==> src/rtl/fft_pkg.sv <==
// Shared definitions for the radix-2 DIT FFT stage sequencer.
// Contents:
//   state_t        - sequencer states (IDLE, ISSUE, DRAIN, DONE)
//   DEFAULT_*      - default transform size and butterfly pipeline depth
//   bf_addr_t      - operand addresses and twiddle index of one butterfly,
//                    sized for the largest supported transform
//   calcBfAddr     - (stage, butterfly) -> {addrA, addrB, twIdx}
package fft_pkg;

  typedef enum logic [1:0] {
    ST_IDLE  = 2'd0,
    ST_ISSUE = 2'd1,
    ST_DRAIN = 2'd2,
    ST_DONE  = 2'd3
  } state_t;

  localparam int DEFAULT_N_LOG2   = 3;
  localparam int DEFAULT_PIPE_LAT = 2;
  localparam int MAX_N_LOG2       = 10;

  typedef struct packed {
    logic [MAX_N_LOG2-1:0] addrA;
    logic [MAX_N_LOG2-1:0] addrB;
    logic [MAX_N_LOG2-1:0] twIdx;
  } bf_addr_t;

  // Butterfly k of stage s pairs points that are 2^s apart. Butterflies are
  // grouped in runs of 2^s; each group occupies 2^(s+1) consecutive points.
  // The twiddle exponent is the position inside the group, scaled so that
  // every stage indexes one shared N/2-entry ROM.
  function automatic bf_addr_t calcBfAddr(input int unsigned nLog2,
                                          input int unsigned s,
                                          input int unsigned k);
    int unsigned span;
    int unsigned pos;
    int unsigned grp;
    int unsigned a;
    bf_addr_t    res;
    span      = 32'd1 << s;
    pos       = k & (span - 32'd1);
    grp       = k >> s;
    a         = (grp << (s + 32'd1)) + pos;
    res.addrA = MAX_N_LOG2'(a);
    res.addrB = MAX_N_LOG2'(a + span);
    res.twIdx = MAX_N_LOG2'(pos << (nLog2 - 32'd1 - s));
    return res;
  endfunction

endpackage

==> src/rtl/fft_bf_addr_gen.sv <==
// Combinational butterfly address generator.
// Ports:
//   i_stage   - stage number s
//   i_bf_idx  - butterfly index k within the stage (0 .. N/2-1)
//   o_addr_a  - upper-wing operand address
//   o_addr_b  - lower-wing operand address (o_addr_a + 2^s)
//   o_tw_idx  - twiddle ROM index
module fft_bf_addr_gen
  import fft_pkg::*;
#(
  parameter int N_LOG2  = DEFAULT_N_LOG2,
  parameter int STAGE_W = 2
) (
  input  logic [STAGE_W-1:0] i_stage,
  input  logic [N_LOG2-2:0]  i_bf_idx,
  output logic [N_LOG2-1:0]  o_addr_a,
  output logic [N_LOG2-1:0]  o_addr_b,
  output logic [N_LOG2-2:0]  o_tw_idx
);

  bf_addr_t w_res;

  // The shared helper works at the widest supported size; the results always
  // fit this instance's port widths, so truncation loses nothing.
  assign w_res    = calcBfAddr(N_LOG2, 32'(i_stage), 32'(i_bf_idx));
  assign o_addr_a = N_LOG2'(w_res.addrA);
  assign o_addr_b = N_LOG2'(w_res.addrB);
  assign o_tw_idx = (N_LOG2 - 1)'(w_res.twIdx);

endmodule

==> src/rtl/fft_stage_sequencer.sv <==
// Control sequencer for a radix-2 decimation-in-time FFT datapath.
// Walks every stage and butterfly, issuing operand addresses and a twiddle
// index over a valid/ready handshake, with a drain gap of PIPE_LAT cycles
// between stages so write-back completes before the next stage reads.
// Ports:
//   clk, reset   - clock, synchronous active-low reset
//   i_start      - begin a transform (accepted only in IDLE)
//   i_abort      - cancel the current transform, no done pulse
//   i_bf_ready   - butterfly unit accepts the current issue
//   o_bf_valid   - address/twiddle outputs are valid
//   o_addr_a/b   - operand addresses
//   o_tw_idx     - twiddle ROM index
//   o_stage      - current stage number
//   o_bf_last    - final butterfly of the final stage
//   o_busy       - sequencer not idle
//   o_done       - one-cycle completion pulse
module fft_stage_sequencer
  import fft_pkg::*;
#(
  parameter int N_LOG2   = DEFAULT_N_LOG2,
  parameter int PIPE_LAT = DEFAULT_PIPE_LAT,
  localparam int STAGE_W = (N_LOG2 < 2) ? 1 : $clog2(N_LOG2)
) (
  input  logic                clk,
  input  logic                reset,
  input  logic                i_start,
  input  logic                i_abort,
  input  logic                i_bf_ready,
  output logic                o_bf_valid,
  output logic [N_LOG2-1:0]   o_addr_a,
  output logic [N_LOG2-1:0]   o_addr_b,
  output logic [N_LOG2-2:0]   o_tw_idx,
  output logic [STAGE_W-1:0]  o_stage,
  output logic                o_bf_last,
  output logic                o_busy,
  output logic                o_done
);

  localparam int KW = N_LOG2 - 1;
  localparam int DW = (PIPE_LAT > 1) ? $clog2(PIPE_LAT) : 1;
  localparam logic [KW-1:0]      K_LAST = KW'((1 << KW) - 1);
  localparam logic [STAGE_W-1:0] S_LAST = STAGE_W'(N_LOG2 - 1);
  localparam logic [DW-1:0]      D_INIT = DW'(PIPE_LAT - 1);

  state_t               r_state;
  state_t               w_nextState;
  logic [STAGE_W-1:0]   r_stage;
  logic [STAGE_W-1:0]   w_nextStage;
  logic [KW-1:0]        r_bfIdx;
  logic [KW-1:0]        w_nextBfIdx;
  logic [DW-1:0]        r_drainCnt;
  logic [DW-1:0]        w_nextDrainCnt;
  logic                 w_issueNext;
  logic [N_LOG2-1:0]    w_addrA;
  logic [N_LOG2-1:0]    w_addrB;
  logic [N_LOG2-2:0]    w_twIdx;

  // Next-state logic. Counters are only cleared on the way back to IDLE so a
  // stalled issue keeps its (stage, k) and therefore its outputs unchanged.
  // Abort overrides everything, including a simultaneous start.
  always_comb begin
    w_nextState    = r_state;
    w_nextStage    = r_stage;
    w_nextBfIdx    = r_bfIdx;
    w_nextDrainCnt = r_drainCnt;
    case (r_state)
      ST_IDLE: begin
        if (i_start) begin
          w_nextState = ST_ISSUE;
        end
      end
      ST_ISSUE: begin
        if (o_bf_valid && i_bf_ready) begin
          if (r_bfIdx != K_LAST) begin
            w_nextBfIdx = r_bfIdx + 1'b1;
          end else begin
            w_nextState    = ST_DRAIN;
            w_nextDrainCnt = D_INIT;
          end
        end
      end
      ST_DRAIN: begin
        if (r_drainCnt != '0) begin
          w_nextDrainCnt = r_drainCnt - 1'b1;
        end else if (r_stage != S_LAST) begin
          w_nextState = ST_ISSUE;
          w_nextStage = r_stage + 1'b1;
          w_nextBfIdx = '0;
        end else begin
          w_nextState = ST_DONE;
        end
      end
      ST_DONE: begin
        w_nextState = ST_IDLE;
      end
      default: begin
        w_nextState = ST_IDLE;
      end
    endcase
    if (i_abort) begin
      w_nextState = ST_IDLE;
    end
    if (w_nextState == ST_IDLE) begin
      w_nextStage    = '0;
      w_nextBfIdx    = '0;
      w_nextDrainCnt = '0;
    end
  end

  assign w_issueNext = (w_nextState == ST_ISSUE);

  // Addresses are computed from the next (stage, k) so the registered
  // outputs line up with the state they describe.
  fft_bf_addr_gen #(
    .N_LOG2  (N_LOG2),
    .STAGE_W (STAGE_W)
  ) u_addrGen (
    .i_stage  (w_nextStage),
    .i_bf_idx (w_nextBfIdx),
    .o_addr_a (w_addrA),
    .o_addr_b (w_addrB),
    .o_tw_idx (w_twIdx)
  );

  // State, counters and every output are registered here. Address outputs
  // read as zero whenever no issue is presented.
  always_ff @(posedge clk) begin
    if (!reset) begin
      r_state    <= ST_IDLE;
      r_stage    <= '0;
      r_bfIdx    <= '0;
      r_drainCnt <= '0;
      o_bf_valid <= 1'b0;
      o_addr_a   <= '0;
      o_addr_b   <= '0;
      o_tw_idx   <= '0;
      o_stage    <= '0;
      o_bf_last  <= 1'b0;
      o_busy     <= 1'b0;
      o_done     <= 1'b0;
    end else begin
      r_state    <= w_nextState;
      r_stage    <= w_nextStage;
      r_bfIdx    <= w_nextBfIdx;
      r_drainCnt <= w_nextDrainCnt;
      o_bf_valid <= w_issueNext;
      o_addr_a   <= w_issueNext ? w_addrA : '0;
      o_addr_b   <= w_issueNext ? w_addrB : '0;
      o_tw_idx   <= w_issueNext ? w_twIdx : '0;
      o_stage    <= w_nextStage;
      o_bf_last  <= w_issueNext && (w_nextStage == S_LAST) && (w_nextBfIdx == K_LAST);
      o_busy     <= (w_nextState != ST_IDLE);
      o_done     <= (w_nextState == ST_DONE);
    end
  end

endmodule
==> config.mk <==
export PLATFORM = sky130hd
export DESIGN_NAME = fft_stage_sequencer
export DESIGN_NICKNAME = d
export VERILOG_FILES = /design/src/rtl/fft_pkg.sv /design/src/rtl/fft_bf_addr_gen.sv /design/src/rtl/fft_stage_sequencer.sv
export SDC_FILE = /design/constraint.sdc
export NUM_CORES = 1
export LEC_CHECK = 0
export CAP_MARGIN = 20
export CORE_MARGIN = 2
export CORE_UTILIZATION = 55
export DETAILED_ROUTE_END_ITERATION = 6
export HOLD_SLACK_MARGIN = 0.12
export PLACE_DENSITY = 0.83
export SKIP_CTS_REPAIR_TIMING = 1
export SLEW_MARGIN = 20
export SYNTH_ARGS = -nofsm -noshare
export SYNTH_HDL_FRONTEND = slang
export SYNTH_SLANG_ARGS = --single-unit
==> constraint.sdc <==
create_clock -name clk -period 6.3 [get_ports clk]
set_clock_uncertainty 0.05 [all_clocks]
set_input_delay 0.945 -clock clk [delete_from_list [all_inputs] [get_ports clk]]
set_output_delay 0.945 -clock clk [all_outputs]
set_load 0.03 [all_outputs]
==> results by group, run 1 <==
Finish
  • Count of nets after finishing: about 160
  • Sequential cell area: 380 µm²
  • Final Non-Filler Cells: between 150 and 200
  • Area growth from synthesis to final layout: 22.3%
  • N_diodes: 0
  • Most frequent standard cell in the layout excluding fill and tap cells: sky130_fd_sc_hd__dfxtp_1
  • Post-route core utilization: between 70% and 80%
  • Share of cells above drive strength 1: 10.3%
  • Most frequent cells in the layout: sky130_fd_sc_hd__dfxtp_1, sky130_fd_sc_hd__clkdlybuf4s50_1, sky130_fd_sc_hd__nor2_1
  • Footprint of the multi-input gates: between 600 and 700 µm²
  • Number of inserted filler cells in the final layout: 130

Die
  • X dimension of the die: 48.2 µm
  • Initial core utilization: 60.1%
  • Height of the die: a little under 50 µm
  • Standard-cell rows: 15
  • Core footprint: about 0.0018 mm²
  • Die ar.: 0.00232 mm²
  • Top-level I/O count: 19

STA
  • Total negative slack: 0 ps
  • Worst slew pin tran: approximately 640 ps
  • Final hold vios: 0
  • Post-route fraction of the period consumed by the critical path: 76.5%
  • Tmin final: between 4000 and 5000 ps
  • Max-Slew Margin vs Limit: 56.7%
  • Number of pins with negative max-slew slack in the final report: 0
  • Top achievable clock speed: approximately 210 MHz
  • Worst-case setup margin in the final layout: 1480 ps
  • Unrepaired setup endpoints after global routing: false
  • Total setup violations reported at the end of the flow: 0

GRT
  • Largest net degree at the start of global routing: 12
  • Total congestion overflow after global routing: 0
  • GRT Util Overall: 20.2%
  • Via count of the first global-routing pass: 777
  • Initial antenna violation count: 0
  • First-pass GRT wire length: 3230 µm

Yosys
  • Portion of synthesized cell area occupied by the leading cell type: a little over a third
  • Mapped Nets: between 100 and 150
  • Top cells by area in the synthesized netlist: sky130_fd_sc_hd__dfxtp_1, sky130_fd_sc_hd__ha_1, sky130_fd_sc_hd__nor2_1, sky130_fd_sc_hd__inv_1, sky130_fd_sc_hd__xnor2_1
  • Sequential cell area fraction in the yosys report: between 30% and 40%
  • Post-synthesis cell area: between 0.001 and 0.0015 mm²
  • Dominant cell type by area after synthesis: sky130_fd_sc_hd__dfxtp_1
  • Flop and latch count out of synthesis: 19
  • Synthesis warning total: 0
  • Synthesized netlist cell count: between 100 and 150
  • Unique masters post-synth: 38
  • Synthesized area per cell: ~9.4 µm²

Route
  • Iteration-0 DRC Markers: 34
  • Final routed wirelength across all metal layers: 2010 µm
  • Routed wire length per instance: around 12 µm
  • First-pass iteration count of the detailed router: 4
  • Via count: 888
  • Remaining antenna violation count: 0
  • Via count normalized by instance count: 5.52
  • Remaining routing DRC violations: 0

Power
  • Static Leak: 0.515 nW
  • Power density over cell area: 151 mW/mm²
  • Worst vdd ir: 0.143 mV

Worst setup path
  • CP arrival: 4970 ps
  • Required time at the endpoint of the critical path: around 6400 ps
  • Crit Path Max Fanout: 7
  • Startpoint-to-endpoint class of the critical path: primary input to register
  • Endpoint kind of the worst setup timing path: register
  • Kind of start point of the critical path: primary input

Placed design
  • Routability congestion estimate: 0.913
  • Worst slack after detailed placement: 1200 ps
  • Total of buffers placed on input and output ports: 18
  • Final HPWL from detailed placement: 1620 µm
  • Total placed cells including tap cells: roughly 160

CTS
  • CTS tree: done
  • Clk pin slew, worst setup/hold paths: 110 ps
  • Total clock buffers created by CTS: 3
  • Skew-Pair Late Insertion Delay: roughly 290 ps
  • Maximum buffer depth of the clock tree: 2
  • H-Tree Level Count: 1
  • CTS root buf: sky130_fd_sc_hd__clkbuf_4
  • Number of sinks handled by clock tree synthesis: 19

Run status
  • Outcome: completed

Job
  • Max-cap violations: 0

Min path
  • Hold WC Path Type: register to register
## path summary, 6_finish.rpt
path                                  from     endpoint  slack, ps  cells past startpoint
worst max-delay path            i_bf_ready  o_addr_b[2]       1480                     18
worst min-delay path            r_drainCnt   r_drainCnt        540                      2
worst max register to register  r_state[1]  o_addr_b[2]       1770                     19
worst min register to register  r_drainCnt   r_drainCnt        540                      2
## layer usage
metal	track usage [%]	vias up	part of all wire, %
met4	9.73	0	1.5
met3	4.44	4	5.7
met2	31.3	33	46
met5	0	-	0
met1	26.7	412	46
li1	-	439	-
## sequential cells by signal, indices dropped and copies added (netlist names)
register and flops:
o_addr_a 3, o_addr_b 3, o_tw_idx 2, r_bfIdx 2
r_stage 2, r_state 2, o_bf_last 1, o_bf_valid 1
o_busy 1, o_done 1, r_drainCnt 1
## synthesized netlist by cell type, drive strengths merged
cell,count
nand3,1
a2bb2oi,1
xnor2,5
o32a,1
mux2i,2
or4,1
and2,1
o31a,1
mux2,1
and3,4
o21ai,4
a211oi,2
nand2,4
o211ai,1
nor4,1
nand4,2
a21oi,4
nand2b,3
fa,2
nor4b,1
a21boi,1
inv,12
and4bb,2
o22a,1
a21o,1
ha,11
dfxtp,19
nor3,1
o22ai,1
or2,2
nor3b,2
and2b,1
nor2b,1
and4,1
nor2,15
a41oi,1
## stage by stage
| stage | power, mW | hold slack (ps) | cell area [µm²] |
|---|---|---|---|
| global placement | 0.140 | 519 | 1280 |
| detailed placement | 0.140 | 519 | 1280 |
| floorplan | 0.133 | 480 | 1070 |
| global route | 0.205 | 587 | 1310 |
| CTS | 0.200 | 539 | 1310 |
| finish | 0.198 | 538 | 1310 |
## kinds of logic after synthesis
group	count (synthesis)	synth area share [%]
simple gates	43	23.5
buf+inv	12	4.20
compound gates	19	12.1
mux	3	4.08
flops	19	35.5
xor+xnor	5	4.08
fa+ha+maj	13	16.6
## worst max-delay path, cell delays in order
cell	delay (ps)
sky130_fd_sc_hd__clkdlybuf4s50_1	520
sky130_fd_sc_hd__nand4_1	140
sky130_fd_sc_hd__a211oi_1	330
sky130_fd_sc_hd__o32a_1	330
sky130_fd_sc_hd__nor2_1	150
sky130_fd_sc_hd__inv_1	140
sky130_fd_sc_hd__ha_1	290
sky130_fd_sc_hd__nor2_1	160
sky130_fd_sc_hd__and4bb_2	250
sky130_fd_sc_hd__ha_1	140
sky130_fd_sc_hd__inv_1	40
sky130_fd_sc_hd__fa_1	490
sky130_fd_sc_hd__inv_1	60
sky130_fd_sc_hd__fa_1	400
sky130_fd_sc_hd__xnor2_1	220
sky130_fd_sc_hd__xnor2_1	170
sky130_fd_sc_hd__xnor2_1	140
sky130_fd_sc_hd__nor2_1	50
## area by class of cell
type / instances / share of cell area (%)
Inverter: 12 / 3.44
Timing Repair Buffer: 18 / 13.7
Clock buffer: 3 / 1.72
Multi-Input combinational cell: 83 / 49.3
Clock inverter: 1 / 0.382
Tap cell: 25 / 2.39
Sequential cell: 19 / 29.0
## report_power, final
part | internal (mW) | leakage, nW | total (mW) | switching, mW
logic | 0.00671 | 0.344 | 0.0149 | 0.00820
registers | 0.121 | 0.154 | 0.122 | 0.000908
clock network | 0.0236 | 0.0177 | 0.0606 | 0.0370
total | 0.152 | 0.515 | 0.198 | 0.0461
No activity file was read; power rests on OpenSTA's default activity.
==> run 2, diff against run 1 <==
--- a/config.mk
+++ b/config.mk
@@ -7,10 +7,10 @@
 export LEC_CHECK = 0
 export CAP_MARGIN = 20
 export CORE_MARGIN = 2
-export CORE_UTILIZATION = 55
+export CORE_UTILIZATION = 46
 export DETAILED_ROUTE_END_ITERATION = 6
 export HOLD_SLACK_MARGIN = 0.12
-export PLACE_DENSITY = 0.83
+export PLACE_DENSITY = 0.74
 export SKIP_CTS_REPAIR_TIMING = 1
 export SLEW_MARGIN = 20
 export SYNTH_ARGS = -nofsm -noshare
==> constraint.sdc (replaced) <==
create_clock -name clk -period 4 [get_ports clk]
set_clock_uncertainty 0.05 [all_clocks]
set_input_delay 0.6 -clock clk [delete_from_list [all_inputs] [get_ports clk]]
set_output_delay 0.6 -clock clk [all_outputs]
set_load 0.03 [all_outputs]
==> results by group, run 2 (synthesis gave the netlist of run 1 again) <==
Run status
  • Outcome: finished with violations (was completed)
  • Failing checks: negative setup slack

STA
  • Max-Slew Margin vs Limit: 50.3% (was 56.7%)
  • Worst-case setup margin in the final layout: -57.6 ps (was 1480 ps)
  • Post-route fraction of the period consumed by the critical path: 101%
  • Worst slew pin tran: 739 ps (was 644 ps)
  • Number of pins with negative max-slew slack in the final report: 0 (unchanged)
  • Tmin final: 4060 ps
  • Total negative slack: -57.6 ps (was 0 ps)
  • Total setup violations reported at the end of the flow: 1 (was 0)
  • Unrepaired setup endpoints after global routing: true (was false)
  • Top achievable clock speed: 246 MHz
  • Final hold vios: 0 (unchanged)

Finish
  • Footprint of the multi-input gates: 746 µm² (was 647 µm²)
  • Count of nets after finishing: 177 (was 155)
  • Most frequent standard cell in the layout excluding fill and tap cells: sky130_fd_sc_hd__buf_4 (was sky130_fd_sc_hd__dfxtp_1)
  • Number of inserted filler cells in the final layout: 175 (was 130)
  • N_diodes: 0 (unchanged)
  • Area growth from synthesis to final layout: 48.3% (was 22.3%)
  • Sequential cell area: 387 µm² (was 380 µm²)
  • Most frequent cells in the layout: sky130_fd_sc_hd__buf_4, sky130_fd_sc_hd__clkdlybuf4s50_1, sky130_fd_sc_hd__dfxtp_1 (was sky130_fd_sc_hd__dfxtp_1, sky130_fd_sc_hd__clkdlybuf4s50_1, sky130_fd_sc_hd__nor2_1)
  • Registers with the highest flip-flop counts: o_addr_a (3), o_addr_b (3) (unchanged)
  • Share of cells above drive strength 1: 36.7% (was 10.3%)

Route
  • Remaining antenna violation count: 0 (unchanged)
  • Remaining routing DRC violations: 0 (unchanged)
  • Via count: 985 (was 888)
  • First-pass iteration count of the detailed router: 4 (unchanged)
  • Via count normalized by instance count: 5.30 (was 5.52)
  • Iteration-0 DRC Markers: 23 (was 34)
  • Final routed wirelength across all metal layers: 2530 µm (was 2010 µm)
  • Routed wire length per instance: 13.6 µm (was 12.5 µm)

Placed design
  • Routability congestion estimate: 0.897 (was 0.913)
  • Worst slack after detailed placement: -507 ps (was 1200 ps)
  • Final HPWL from detailed placement: 1900 µm (was 1620 µm)
  • Total of buffers placed on input and output ports: 18 (unchanged)

GRT
  • GRT Util Overall: 20.0% (was 20.2%)
  • Total congestion overflow after global routing: 0 (unchanged)
  • Initial antenna violation count: 0 (unchanged)
  • Largest net degree at the start of global routing: 12 (unchanged)
  • Via count of the first global-routing pass: 928 (was 777)
  • First-pass GRT wire length: 4060 µm (was 3230 µm)

Worst setup path
  • Critical path origin: i_start (was i_bf_ready)
  • Required time at the endpoint of the critical path: 4140 ps (was 6440 ps)
  • Endpoint kind of the worst setup timing path: register (unchanged)
  • Startpoint-to-endpoint class of the critical path: primary input to register (unchanged)
  • R2r setup slk: -20 ps (was 1770 ps)
  • CP arrival: 4200 ps (was 4970 ps)
  • R2r startpoint: r_state[1] (unchanged)
  • Worst Reg-to-Reg Cells: 18 (was 19)
  • Crit Path Max Fanout: 4 (was 7)
  • Kind of start point of the critical path: primary input (unchanged)

Die
  • Top-level I/O count: 19 (unchanged)
  • Core footprint: 0.00221 mm² (was 0.00178 mm²)
  • Standard-cell rows: 17 (was 15)
  • Height of the die: 52.3 µm (was 48.2 µm)
  • Initial core utilization: 48.5% (was 60.1%)
  • X dimension of the die: 52.3 µm (was 48.2 µm)
  • Die ar.: 0.00273 mm² (was 0.00232 mm²)

Job
  • Max-cap violations: 0 (unchanged)

CTS
  • Skew-Pair Late Insertion Delay: 290 ps (about the same)
  • Number of sinks handled by clock tree synthesis: 19 (unchanged)
  • Total clock buffers created by CTS: 3 (unchanged)
  • H-Tree Level Count: 1 (unchanged)
  • CTS root buf: sky130_fd_sc_hd__clkbuf_4 (unchanged)
  • CTS tree: done (unchanged)
  • Clk pin slew, worst setup/hold paths: 110 ps (about the same)
  • Maximum buffer depth of the clock tree: 2 (unchanged)

Min path
  • Hold WC Path Type: register to register (unchanged)
  • Number of instances on the worst hold path: 2 (unchanged)
  • Startpoint of the tightest hold check path: r_drainCnt (unchanged)

Power
  • Worst vdd ir: 0.131 mV (was 0.143 mV)
  • Power density over cell area: 202 mW/mm² (was 151 mW/mm²)
  • Static Leak: 0.643 nW (was 0.515 nW)
[run 2: changes by cell type in the layout (fill, tap and decap cells not counted), moves of 3 or more]
cell                      previous run  this run
sky130_fd_sc_hd__buf_4               0        22
sky130_fd_sc_hd__inv_1              12         7
sky130_fd_sc_hd__ha_1               11         6
sky130_fd_sc_hd__inv_2               0         4
sky130_fd_sc_hd__dfxtp_1            19        16
sky130_fd_sc_hd__ha_4                0         3
[run 2: worst max-delay path: stages]
cell	delay [ps]
sky130_fd_sc_hd__clkdlybuf4s50_1	440
sky130_fd_sc_hd__nand2b_1	160
sky130_fd_sc_hd__a21o_1	180
sky130_fd_sc_hd__o32a_1	230
sky130_fd_sc_hd__or2_4	280
sky130_fd_sc_hd__ha_4	230
sky130_fd_sc_hd__nor2_4	80
sky130_fd_sc_hd__and4bb_2	230
sky130_fd_sc_hd__ha_2	170
sky130_fd_sc_hd__inv_2	40
sky130_fd_sc_hd__fa_1	530
sky130_fd_sc_hd__inv_2	50
sky130_fd_sc_hd__fa_2	400
sky130_fd_sc_hd__xnor2_2	230
sky130_fd_sc_hd__xnor2_2	150
sky130_fd_sc_hd__xnor2_1	140
sky130_fd_sc_hd__nor2_1	50
[run 2: area by class of cell]
class                           count  share of cell area (%)
Timing Repair Buffer               40                    21.9
Inverter                           12                    2.99
Tap cell                           28                    2.20
Clock inverter                      1                   0.315
Sequential cell                    19                    24.3
Multi-Input combinational cell     83                    46.9
Clock buffer                        3                    1.42
[run 2: path summary, 6_finish.rpt]
path	endpoint
worst min register to register	r_drainCnt
worst max register to register	o_addr_b[2]
worst min-delay path	r_drainCnt
worst max-delay path	o_addr_b[2]
[run 2: layer usage]
metal  wire (µm)  part of all wire, %  track usage [%]
met1        1060                   42             23.5
met2        1330                   53             36.0
met3         119                  4.7             3.43
met4          19                 0.75             7.26
met5           0                    0                0
[run 2: per-stage QoR]
step / instance area, µm² / hold slack [ps] / std cells / utilization, % / power (mW)
2_1_floorplan: 1090 / 480 / 114 / - / 0.210
3_3_place_gp: 1450 / 519 / 180 / 65.7 / 0.225
3_5_place_dp: 1450 / 529 / 180 / 65.7 / 0.226
4_1_cts: 1480 / 549 / 184 / 67.0 / 0.317
5_1_grt: 1590 / 657 / 186 / 71.9 / 0.334
6_report: 1590 / 563 / 186 / 71.9 / 0.322
[run 2: report_power, final]
part | leakage, nW | internal, mW | switching [mW]
clock network | 0.0177 | 0.0372 | 0.0588
logic | 0.470 | 0.0172 | 0.0169
registers | 0.155 | 0.191 | 0.00127
